<file path="config.mk">
export PLATFORM = sky130hd
export DESIGN_NAME = axi4lite_master_bridge
export DESIGN_NICKNAME = d
export VERILOG_FILES = /design/src/rtl/axi4lite_master_bridge.sv
export SDC_FILE = /design/constraint.sdc
export NUM_CORES = 1
export LEC_CHECK = 0
export BUFFER_PORTS_ARGS = -buffer_cell sky130_fd_sc_hd__buf_2
export CAP_MARGIN = 10
export CORE_MARGIN = 2
export CORE_UTILIZATION = 44
export DETAILED_ROUTE_END_ITERATION = 8
export HOLD_SLACK_MARGIN = 0.03
export MAX_ROUTING_LAYER = met4
export PLACE_DENSITY = 0.81
export SYNTH_ARGS = -nofsm -noshare
export SYNTH_HDL_FRONTEND = slang
export SYNTH_SLANG_ARGS = --single-unit
</file>
<file path="constraint.sdc">
create_clock -name clk_i -period 2.4 [get_ports clk_i]
set_input_delay 0.24 -clock clk_i [delete_from_list [all_inputs] [get_ports clk_i]]
set_output_delay 0.24 -clock clk_i [all_outputs]
set_load 0.02 [all_outputs]
</file>
<file path="src/rtl/axi4lite_master_bridge.sv">
// rtl/axi4lite_master_bridge.sv - single-outstanding valid/ready command to AXI4-Lite master bridge
//
// Takes one command at a time, either a read or a write, and issues it on the AXI4-Lite
// master channels. The read data and the response code are returned on the rsp port.
// All outputs are registered.
//
// Ports:
//   clk_i, rst_i          clock, synchronous active-high reset
//   cmd_*                 command request (valid/ready): we, addr, wdata, wstrb, qos
//   rsp_*                 response (valid/ready): we echo, rdata (0 for writes), resp
//   aw_*, w_*, b_*        AXI4-Lite write address, write data and write response channels
//   ar_*, r_*             AXI4-Lite read address and read data channels

module axi4lite_master_bridge #(
  parameter int ADDR_WIDTH = 32,
  parameter int DATA_WIDTH = 32,
  parameter int RESP_WIDTH = 1,
  localparam int STRB_WIDTH = DATA_WIDTH / 8
) (
  input  logic                  clk_i,
  input  logic                  rst_i,
  input  logic                  cmd_valid,
  output logic                  cmd_ready,
  input  logic                  cmd_we,
  input  logic [ADDR_WIDTH-1:0] cmd_addr,
  input  logic [DATA_WIDTH-1:0] cmd_wdata,
  input  logic [STRB_WIDTH-1:0] cmd_wstrb,
  input  logic [3:0]            cmd_qos,
  output logic                  rsp_valid,
  input  logic                  rsp_ready,
  output logic                  rsp_we,
  output logic [DATA_WIDTH-1:0] rsp_rdata,
  output logic [RESP_WIDTH-1:0] rsp_resp,
  output logic [ADDR_WIDTH-1:0] aw_addr,
  output logic [3:0]            aw_qos,
  output logic                  aw_valid,
  input  logic                  aw_ready,
  output logic [DATA_WIDTH-1:0] w_data,
  output logic [STRB_WIDTH-1:0] w_strb,
  output logic                  w_valid,
  input  logic                  w_ready,
  input  logic [RESP_WIDTH-1:0] b_resp,
  input  logic                  b_valid,
  output logic                  b_ready,
  output logic [ADDR_WIDTH-1:0] ar_addr,
  output logic [3:0]            ar_qos,
  output logic                  ar_valid,
  input  logic                  ar_ready,
  input  logic [DATA_WIDTH-1:0] r_data,
  input  logic [RESP_WIDTH-1:0] r_resp,
  input  logic                  r_valid,
  output logic                  r_ready
);

  typedef enum logic [2:0] {
    IDLE    = 3'd0,
    WR_REQ  = 3'd1,
    WR_RESP = 3'd2,
    RD_REQ  = 3'd3,
    RD_RESP = 3'd4,
    RSP     = 3'd5
  } state_t;

  state_t state;

  always_ff @(posedge clk_i) begin
    if (rst_i) begin
      state     <= IDLE;
      cmd_ready <= 1'b0;
      rsp_valid <= 1'b0;
      rsp_we    <= 1'b0;
      rsp_rdata <= '0;
      rsp_resp  <= '0;
      aw_addr   <= '0;
      aw_qos    <= '0;
      aw_valid  <= 1'b0;
      w_data    <= '0;
      w_strb    <= '0;
      w_valid   <= 1'b0;
      b_ready   <= 1'b0;
      ar_addr   <= '0;
      ar_qos    <= '0;
      ar_valid  <= 1'b0;
      r_ready   <= 1'b0;
    end else begin
      case (state)
        IDLE: begin
          // cmd_ready comes up on the first cycle out of reset and stays up while idle
          cmd_ready <= 1'b1;
          if (cmd_valid && cmd_ready) begin
            cmd_ready <= 1'b0;
            aw_addr   <= cmd_addr;
            ar_addr   <= cmd_addr;
            aw_qos    <= cmd_qos;
            ar_qos    <= cmd_qos;
            w_data    <= cmd_wdata;
            w_strb    <= cmd_wstrb;
            rsp_we    <= cmd_we;
            if (cmd_we) begin
              aw_valid <= 1'b1;
              w_valid  <= 1'b1;
              state    <= WR_REQ;
            end else begin
              ar_valid <= 1'b1;
              state    <= RD_REQ;
            end
          end
        end

        WR_REQ: begin
          // aw and w retire independently; a channel is done once its valid is low
          // or its handshake is happening on this edge
          if (aw_valid && aw_ready) aw_valid <= 1'b0;
          if (w_valid && w_ready)   w_valid  <= 1'b0;
          if ((!aw_valid || aw_ready) && (!w_valid || w_ready)) begin
            b_ready <= 1'b1;
            state   <= WR_RESP;
          end
        end

        WR_RESP: begin
          if (b_valid && b_ready) begin
            rsp_resp  <= b_resp;
            rsp_rdata <= '0;
            b_ready   <= 1'b0;
            rsp_valid <= 1'b1;
            state     <= RSP;
          end
        end

        RD_REQ: begin
          if (ar_valid && ar_ready) begin
            ar_valid <= 1'b0;
            r_ready  <= 1'b1;
            state    <= RD_RESP;
          end
        end

        RD_RESP: begin
          if (r_valid && r_ready) begin
            rsp_rdata <= r_data;
            rsp_resp  <= r_resp;
            r_ready   <= 1'b0;
            rsp_valid <= 1'b1;
            state     <= RSP;
          end
        end

        RSP: begin
          if (rsp_valid && rsp_ready) begin
            rsp_valid <= 1'b0;
            cmd_ready <= 1'b1;
            state     <= IDLE;
          end
        end

        default: state <= IDLE;
      endcase
    end
  end

endmodule

</file>
==> run metrics <==
Place WS=around 380 ps; vias=approximately 5500; remaining antenna violation count after routing=0; relative slew slack=between 20% and 30%; Mapped Nets=between 700 and 800; total core area=roughly 0.010 sq mm; chip height=~110 microns; WP data required=2820 ps; DR pass1 iterations=5; min Tclk post-route=approximately 2200 ps; largest net degree at the start of global routing=between 60 and 70; initial antenna violation count=0; clock sinks=116; root buffer cell=clkbuf_8; post-route setup TNS=0 ps; Netlist Area Pre-Place=around 0.0048 sq mm; DRC viols=0; top cells by area, synth=dfxtp_1 49%, nand2_1 12%, a21oi_1 12%; Starting Density=between 40% and 50%; TritonCTS clock tree=yes; Hold Path Class=in2reg; die width=~110 microns; synth warn=0; Max-Cap Viols=0; number of global-route vias before repair=5243; total CTS buffers=17; crit path DAT=2570 ps; dpl hpwl=9.56 mm; global placer's final weighted congestion=between 0.8 and 0.9; Least-Margin Pin Slew=~1200 ps; H-Tree Depth=4; clock tree buffer depth=2; LEAKAGE=3.35 nW; I/O pins=~270; Post-Syn Instances=about 600; post-synthesis sequential area ratio=around 50%; Initial DRC Count=380; Clk Latency, worst-skew pair=slightly below 500 ps; Critical Path Start Type=flop; PD cells=slightly below 900 mW/mm^2; crit-path cells=nor3b_1 -> nor2_2 -> o21ai_0 -> a21oi_1; DR WL/cell=15.9 microns; clock skew=around 9.5 ps; EDFF count, synth=0; Layout fillers=roughly 790; f_max=around 460 MHz; Worst-path clk slew=60 ps; via density per instance=5.27; Final setup viols=0; Worst setup EP type=flop; Fin. Hold Viols=0; Total Routed Length=around 17 mm; port bufs=264; fin crit share=89.8%; Worst VDD drop=between 0.5 and 0.6 mV; top_reg_cell synth=dfxtp_1; syn_area_per_cell=between 8 and 9 sq um; layout net count=around 1000; share of the synthesized area in the top cell type=between 40% and 50%; Yosys top cell by area=dfxtp_1; GRT overflow=0; area grow syn2layout=57.0%; status=finished, final reports clean; library cells used by synthesis=37; Max FO, Critical Path=34; global-route wire length before repair=about 26 mm; ys async rst share=0%; Final Slew Violations=0; Overall Global Routing Usage=around 28%; RSZ-0062 raised after global routing=false; slowest library cell on the worst path=nor2_2; cts repair resizes=0; critical path class=reg2reg; num rows=37; setup ws final=246 ps; die area=between 0.01 and 0.015 sq mm; #FFs+latches synth=between 100 and 150; share of cells above drive strength 1=34.6%; worst stage delay on the critical path=910 ps
## sequential cells by signal (all words and copies together) (netlist names)
name and count:
ar_qos 4, w_valid 1, ar_valid 1, state 3, b_ready 1, r_ready 1, rsp_valid 1, aw_valid 1
rsp_we 1, w_strb 4, ar_addr 32, cmd_ready 1, rsp_rdata 32, w_data 32, rsp_resp 1
## worst paths after layout
check | start | endpoint | slack [ps] | cells past startpoint
worst max-delay path | state[0]$_SDFFE_PP0P_ | rsp_rdata[25]$_SDFFE_PP0P_ | 250 | 4
worst min-delay path | r_data[28] | rsp_rdata[28]$_SDFFE_PP0P_ | 50 | 3
worst max register to register | state[0]$_SDFFE_PP0P_ | rsp_rdata[25]$_SDFFE_PP0P_ | 250 | 4
worst min register to register | w_data[2]$_SDFFE_PP0P_ | w_data[2]$_SDFFE_PP0P_ | 450 | 2
## placed cells by master (no fill, tap or decap), drive strengths merged, types with 2 or more instances in the layout
master and instances:
a21oi 114, and2 2, and3 3, buf 276
clkbuf 18, clkinv 4, clkinvlp 7, dfxtp 116
dlygate4sd3 104, inv 8, nand2 155, nand3 4
nand4 2, nor2 3, nor2b 3, nor3 3
nor3b 2, o2111ai 32, o21ai 39, or3b 2
## logic make-up after synthesis
| kind of cell | count (synthesis) | share of synthesized area, % |
|---|---|---|
| flops | 116 | 48.9 |
| simple gates | 181 | 15.8 |
| buf+inv | 95 | 11.0 |
| compound gates | 196 | 24.3 |
## per-stage QoR
step	instance area, sq um	utilization (%)	cells	total power [mW]	hold slack (ps)
6_report	7460	71.6	1048	6.65	49.9
5_1_grt	7460	71.6	1047	6.97	63.2
4_1_cts	7460	71.6	1047	6.65	37.2
3_5_place_dp	5870	56.3	911	4.20	444
3_3_place_gp	5870	56.3	911	4.18	440
2_1_floorplan	4750	-	588	3.68	356
## final cells by class
type | instances | area [sq um] | area share (%)
Sequential cell | 116 | 2320 | 31.1
Clock buffer | 18 | 418 | 5.60
Clock inverter | 14 | 131 | 1.76
Multi-Input combinational cell | 377 | 1910 | 25.7
Antenna cell | 1 | 2.50 | 0.0335
Inverter | 6 | 22.5 | 0.302
Tap cell | 136 | 170 | 2.28
Timing Repair Buffer | 380 | 2480 | 33.2
## worst max-delay path: cells and delay by family (launching register included)
| kind | cells | cell delay (ps) |
|---|---|---|
| flip-flops | 1 | 540 |
| AO/OA/AOI/OAI | 2 | 460 |
| AND/OR/NAND/NOR | 2 | 1060 |
## what timing repair did
item	in CTS	in global routing
hold buffers	104	0
buffers inserted	0	0
endpoints found under the hold margin	104	0
## Yosys cell counts (2+ instances only)
| cell | number |
|---|---|
| a21oi_1 | 114 |
| and2_1 | 2 |
| and3_1 | 3 |
| buf_2 | 9 |
| buf_4 | 39 |
| clkbuf_1 | 37 |
| clkbuf_2 | 2 |
| dfxtp_1 | 116 |
| inv_1 | 6 |
| nand2_1 | 155 |
| nand3_1 | 4 |
| nand4_1 | 2 |
| nor2_1 | 3 |
| nor2b_1 | 3 |
| nor3_1 | 3 |
| o2111ai_1 | 32 |
| o21ai_0 | 35 |
| o21ai_1 | 4 |
## power breakdown
part | internal [mW] | leakage [nW] | switching, mW | total [mW]
sequential | 2.16 | 0.940 | 0.184 | 2.34
clock | 1.38 | 0.246 | 0.935 | 2.31
combinational | 0.694 | 2.16 | 1.30 | 2.00
total | 4.23 | 3.35 | 2.42 | 6.65
## metal layers
| metal | up-vias | wire (microns) | track usage [%] |
|---|---|---|---|
| met2 | 269 | 8580 | 49.4 |
| met3 | 57 | 1060 | 5.93 |
| met5 | - | 0 | - |
| met4 | 0 | 590 | 12.0 |
| met1 | 2576 | 6410 | 31.3 |
| li1 | 2618 | - | - |
No activity file was read; power rests on OpenSTA's default activity.
